--- src/rtl/fifo_arb_pkg.sv ---
// -----------------------------------------------------------------------------
// fifo_arb_pkg
// Shared types and helpers for the FIFO write-port arbiter.
//   state_t : arbiter FSM states (IDLE / GRANT)
//   id_w(n) : width of an index that selects one of n requesters
// Optional feature macro used by the arbiter: FIFO_ARB_BURST_EN
// -----------------------------------------------------------------------------
package fifo_arb_pkg;

  typedef enum logic {
    IDLE  = 1'b0,
    GRANT = 1'b1
  } state_t;

  // Index width for n requesters; kept at least 1 bit so a degenerate
  // single-entry instance still has a legal vector.
  function automatic int id_w(input int n);
    return (n > 1) ? $clog2(n) : 1;
  endfunction

endpackage

--- src/rtl/rr_pick.sv ---
// -----------------------------------------------------------------------------
// rr_pick
// Combinational rotate-priority picker. Scans last_i+1, last_i+2, ... modulo N
// and returns the first requester found.
// Ports:
//   req_i  [N-1:0]      request vector
//   last_i [IW-1:0]     most recently served index (lowest priority)
//   idx_o  [IW-1:0]     chosen index (0 when none)
//   any_o               at least one request present
// -----------------------------------------------------------------------------
module rr_pick
  import fifo_arb_pkg::*;
#(
  parameter int N = 4
) (
  input  logic [N-1:0]        req_i,
  input  logic [id_w(N)-1:0]  last_i,
  output logic [id_w(N)-1:0]  idx_o,
  output logic                any_o
);

  localparam int IW = id_w(N);

  logic [IW-1:0] pos;

  // Walk from the lowest priority slot up to the highest so that the last
  // assignment (closest to last_i+1) wins.
  always_comb begin
    idx_o = '0;
    any_o = 1'b0;
    pos   = '0;
    for (int k = N - 1; k >= 0; k--) begin
      pos = IW'((int'(last_i) + 1 + k) % N);
      if (req_i[pos]) begin
        idx_o = pos;
        any_o = 1'b1;
      end
    end
  end

endmodule

--- src/rtl/fifo_wr_arbiter.sv ---
// -----------------------------------------------------------------------------
// fifo_wr_arbiter
// Shares the write port of one FIFO among NUM_REQ producers. Grants rotate
// round-robin and a grant holds for up to BURST_LEN accepted words. A word is
// written to the FIFO in the same cycle it is acknowledged.
// Optional feature macro: FIFO_ARB_BURST_EN
//   defined     : a grant holds for up to BURST_LEN words (cnt register built)
//   not defined : every write ends the grant (per-word round-robin), no cnt
// Ports:
//   clk, rst_n   clock, asynchronous active-low reset
//   req          per-requester valid
//   req_data     packed words, requester i at [i*DATA_WIDTH +: DATA_WIDTH]
//   ack          one-hot: word of requester i consumed this cycle
//   fifo_full    FIFO full flag (stalls the grant)
//   fifo_wren    FIFO write enable
//   fifo_wdata   FIFO write data (0 when not writing)
//   owner        current grant holder (valid while busy)
//   busy         grant active
// -----------------------------------------------------------------------------
module fifo_wr_arbiter
  import fifo_arb_pkg::*;
#(
  parameter int NUM_REQ    = 4,
  parameter int DATA_WIDTH = 8,
  parameter int BURST_LEN  = 4
) (
  input  logic                          clk,
  input  logic                          rst_n,
  input  logic [NUM_REQ-1:0]            req,
  input  logic [NUM_REQ*DATA_WIDTH-1:0] req_data,
  output logic [NUM_REQ-1:0]            ack,
  input  logic                          fifo_full,
  output logic                          fifo_wren,
  output logic [DATA_WIDTH-1:0]         fifo_wdata,
  output logic [id_w(NUM_REQ)-1:0]      owner,
  output logic                          busy
);

  localparam int IW = id_w(NUM_REQ);

  state_t        state_q, state_d;
  logic [IW-1:0] owner_q, owner_d;
  logic [IW-1:0] last_q,  last_d;

  logic [NUM_REQ-1:0]    owner_oh;
  logic [DATA_WIDTH-1:0] word [NUM_REQ];

  for (genvar gi = 0; gi < NUM_REQ; gi++) begin : g_slot
    assign owner_oh[gi] = (owner_q == IW'(gi));
    assign word[gi]     = req_data[gi*DATA_WIDTH +: DATA_WIDTH];
  end

  logic in_grant, owner_req, write, burst_end, release_w;
  logic [NUM_REQ-1:0] pick_req;
  logic [IW-1:0]      pick_last, pick_idx;
  logic               pick_any;

  assign in_grant  = (state_q == GRANT);
  assign owner_req = |(req & owner_oh);
  assign write     = in_grant & owner_req & ~fifo_full;

`ifdef FIFO_ARB_BURST_EN
  localparam int CW = $clog2(BURST_LEN + 1);
  logic [CW-1:0] cnt_q, cnt_d;
  assign burst_end = (cnt_q == CW'(BURST_LEN - 1));
`else
  // Burst length collapses to one word: every write closes the grant.
  localparam int BURST_EFF = BURST_LEN * 0 + 1;
  assign burst_end = (BURST_EFF == 1);
`endif

  // A stall (full FIFO) never releases; a withdrawn owner always does.
  assign release_w = in_grant & ((write & burst_end) | ~owner_req);

  // One picker serves both cases: from IDLE it rotates after last_q; on a
  // hand-over it rotates after the releasing owner, whose request is masked.
  assign pick_req  = in_grant ? (req & ~owner_oh) : req;
  assign pick_last = in_grant ? owner_q : last_q;

  rr_pick #(.N(NUM_REQ)) u_pick (
    .req_i  (pick_req),
    .last_i (pick_last),
    .idx_o  (pick_idx),
    .any_o  (pick_any)
  );

  // State register
  always_ff @(posedge clk or negedge rst_n) begin
    if (!rst_n) begin
      state_q <= IDLE;
      owner_q <= '0;
      last_q  <= IW'(NUM_REQ - 1);
`ifdef FIFO_ARB_BURST_EN
      cnt_q   <= '0;
`endif
    end else begin
      state_q <= state_d;
      owner_q <= owner_d;
      last_q  <= last_d;
`ifdef FIFO_ARB_BURST_EN
      cnt_q   <= cnt_d;
`endif
    end
  end

  // Next-state logic
  always_comb begin
    state_d = state_q;
    owner_d = owner_q;
    last_d  = last_q;
`ifdef FIFO_ARB_BURST_EN
    cnt_d   = cnt_q;
`endif
    case (state_q)
      IDLE: begin
        if (pick_any) begin
          state_d = GRANT;
          owner_d = pick_idx;
`ifdef FIFO_ARB_BURST_EN
          cnt_d   = '0;
`endif
        end
      end
      GRANT: begin
`ifdef FIFO_ARB_BURST_EN
        if (write) cnt_d = cnt_q + CW'(1);
`endif
        if (release_w) begin
          last_d = owner_q;
`ifdef FIFO_ARB_BURST_EN
          cnt_d  = '0;
`endif
          // Hand straight over to the next requester to avoid a dead cycle.
          if (pick_any) owner_d = pick_idx;
          else          state_d = IDLE;
        end
      end
      default: state_d = IDLE;
    endcase
  end

  // Outputs: all derived from registered state, so reset clears them at once.
  always_comb begin
    busy       = in_grant;
    owner      = owner_q;
    fifo_wren  = write;
    ack        = write ? owner_oh : '0;
    fifo_wdata = write ? word[owner_q] : '0;
  end

endmodule

--- config.mk ---
export PLATFORM = sky130hd
export DESIGN_NAME = fifo_wr_arbiter
export DESIGN_NICKNAME = d
export VERILOG_FILES = /design/src/rtl/fifo_arb_pkg.sv /design/src/rtl/rr_pick.sv /design/src/rtl/fifo_wr_arbiter.sv
export SDC_FILE = /design/constraint.sdc
export NUM_CORES = 1
export LEC_CHECK = 0
export ABC_AREA = 1
export BUFFER_PORTS_ARGS = -buffer_cell sky130_fd_sc_hd__buf_2
export CORE_MARGIN = 2
export CORE_UTILIZATION = 45
export DETAILED_ROUTE_END_ITERATION = 8
export PLACE_DENSITY = 0.82
export SLEW_MARGIN = 0
export SYNTH_ARGS = -nofsm -noshare
export SYNTH_HDL_FRONTEND = slang
export SYNTH_SLANG_ARGS = --single-unit
--- constraint.sdc ---
create_clock -name clk -period 3.2 [get_ports clk]
set_input_delay 0.48 -clock clk [delete_from_list [all_inputs] [get_ports clk]]
set_output_delay 0.48 -clock clk [all_outputs]
set_load 0.01 [all_outputs]
==> summary.txt <==
Floorplan
  – Chip height: 49.45 um
  – Cell Rows: 16
  – Die X: 49.45 um
  – Initial core utilization: 47.39%
  – Die area: 0.002445 mm^2
  – Top Ports: 55
  – Placeable Area: 0.001962 mm^2

Placed design
  – Area of placed instances: 0.001189 mm^2
  – Hpwl dp: 2.136 mm
  – Final GP Congestion: 0.8679
  – Port Buf Inserts: 54
  – Placed insts: 218

Cells and area
  – Post-route cell area: 0.001215 mm^2
  – Layout cell share with drive strength beyond 1: 50.77%
  – Filler cell count: 191
  – Antenna diodes: 0
  – Post-Layout Cell Count: 222
  – Area delta synth->final: 30.69%
  – Nets: 235
  – Core Util, Final: 61.93%

Yosys
  – Top cells by count, synth: nand2_1, nand2_2, nand3_1, a22oi_1, inv_1
  – EDFF count, synth: 0
  – Primary FF master, synth: dfrtp_1
  – Share of the synthesized area in the top cell type: 20.59%
  – Ys async rst share: 100.0%
  – Syn Nets: 180
  – Sequential element share of the synthesized area: 13.73%
  – Post-synth top area cell: nand2_1
  – Syn Inst Count: 141
  – Yosys warns: 0
  – Number of synthesized register bits: 5
  – Area of the mapped netlist: 929.6 um^2
  – Number of distinct library cells after synthesis: 26
  – Top cells by area, synth: nand2_1, nand2_2, a31oi_2, dfrtp_1, a22oi_1
  – Most common cell in the netlist: nand2_1
  – Avg Cell Area, Syn: 6.593 um^2

Routing
  – Drt wl/cell: 11.81 um
  – Vias per inst: 5.090
  – First DRT Iteration DRCs: 18
  – Detail Route Antenna Nets: 0
  – Via count: 1130
  – Drt drc: 0
  – Pre-Repair DR Iteration Count: 5
  – Drt total wl: 2.622 mm

CTS
  – CTS Hold Bufs: 0
  – Worst-skew pair later-pin latency: 0.25 ns
  – Post-CTS Setup Inserts: 0
  – TritonCTS buffer count: 3
  – Clock Sinks: 5
  – Post_cts resized: 0
  – Clock slew seen by the registers of the worst setup and hold paths: 0.04 ns
  – H-tree levels: 1
  – Max clock buf depth: 2
  – Root Buffer: clkbuf_4
  – TritonCTS clock tree: yes

Timing
  – Count of final setup violators: 0
  – Peak Freq: 0.3730 GHz
  – Slew Limit Headroom: 57.87%
  – Minimum clock period: 2.681 ns
  – Worst Skew: 0.001211 ns
  – RSZ-0062 raised after global routing: no
  – Slew Viols, Final: 0
  – Fin crit share: 83.78%
  – Final hold violation count: 0
  – Slew of the pin with the lowest slew margin: 0.6319 ns
  – Setup TNS: 0 ns

Critical path
  – Worst path arrival time: 2.20 ns
  – Critical path endpoint category: output pin
  – Worst reg-to-reg path cell count: 13
  – Startpoint types: flip-flop
  – Worst path required time: 2.72 ns
  – Crit Path Category: flip-flop to output pin
  – Critical R2R Launch: busy
  – Worst Setup SP: owner[1]
  – Max FO, Critical Path: 13

Global route
  – Largest net degree at the start of global routing: 14
  – GRT Total Usage: 22.99%
  – Grt ovf: 0
  – Initial antenna violation count: 0
  – Vias in the first global route: 977
  – Global-route wire length before repair: 4.374 mm

Worst hold path
  – Class of the worst hold path: input port to async pin

Pwr
  – Final Power: 1.222 mW
  – Worst VDD drop: 0.6362 mV
  – Static Leak: 0.6591 nW
  – Pwr dens: 1006 mW/mm^2

Job
  – Number of max-cap violations: 0

Run status
  – Status: finished, final reports clean
logic make-up (layout without fill, tap and decap cells):
| group | Yosys count | count (layout) | synth area share, % |
|---|---|---|---|
| and+or+nand+nor | 92 | 92 | 52.76 |
| AOI/OAI and AO/OA | 25 | 25 | 21.80 |
| buffers and inverters | 19 | 73 | 11.71 |
| DFF | 5 | 5 | 13.73 |
state kept, by name (all words and copies together), names as in the netlist:
| name | cells |
|---|---|
| busy | 1 |
| owner | 2 |
| last_q | 2 |
power breakdown:
group          internal (mW)  switching (mW)
Sequential             0.104          0.0902
Clock                 0.0475          0.0310
Combinational          0.346           0.604
Total                  0.497           0.725
through the flow:
stage / hold slack [ns] / worst slack (ns)
global placement: 0.2930 / 0.8295
finish: 0.03120 / 0.5190
floorplan: 0.1844 / 1.294
detailed placement: 0.2979 / 0.7806
CTS: 0.03000 / 0.5114
global route: 0.02418 / 0.3116
critical path, stage by stage, from the launching register on:
cell and delay, ns:
dfrtp_1 0.74, nand2_2 0.11, inv_2 0.17, nand2_1 0.07
nand2_1 0.06, inv_1 0.04, nand2_2 0.07, nand3_2 0.26
a31oi_2 0.26, buf_2 0.16
worst paths after layout:
check                                 to  slack [ns]
min in group clk               last_q[1]        0.49
hold reg to reg                last_q[1]        0.49
max in group asynchronous      last_q[0]        2.96
hold / removal                  owner[0]        0.03
setup / recovery           fifo_wdata[3]        0.52
setup reg to reg                owner[0]        1.33
layer usage:
layer	share of wire (%)	global-route usage, %	up-vias
met5	0	0	-
met4	2.3	12.04	0
met3	6.4	4.848	8
met2	48	39.41	48
met1	43	26.77	496
li1	-	-	578
cell type report:
class / instances / area [um^2] / area share (%)
inverter: 15 / 63.81 / 5.252
timing repair buffer: 54 / 270.3 / 22.25
sequential: 5 / 127.6 / 10.50
multi-input combinational: 117 / 693.2 / 57.05
clock buffer: 4 / 26.28 / 2.163
tap: 27 / 33.78 / 2.781
cells in the final DEF, fill, tap and decap left out:
cell,count
a31oi_2,7
nand2_4,1
nor2_2,2
inv_2,5
clkbuf_4,3
dfrtp_1,3
o21ai_1,1
clkbuf_1,1
nor2_1,3
nor2_4,2
a31oi_1,1
o21ai_2,1
buf_2,54
inv_1,8
nand2_1,51
a22oi_1,8
inv_6,1
nand3_1,9
dfstp_2,2
o21ai_0,4
nand4_1,2
nand2_2,15
nor3_1,2
nand2_8,1
nor2_8,2
a21oi_1,3
nand3_2,2
inv_4,1
Note: power is estimated with default switching activity, not from simulation.
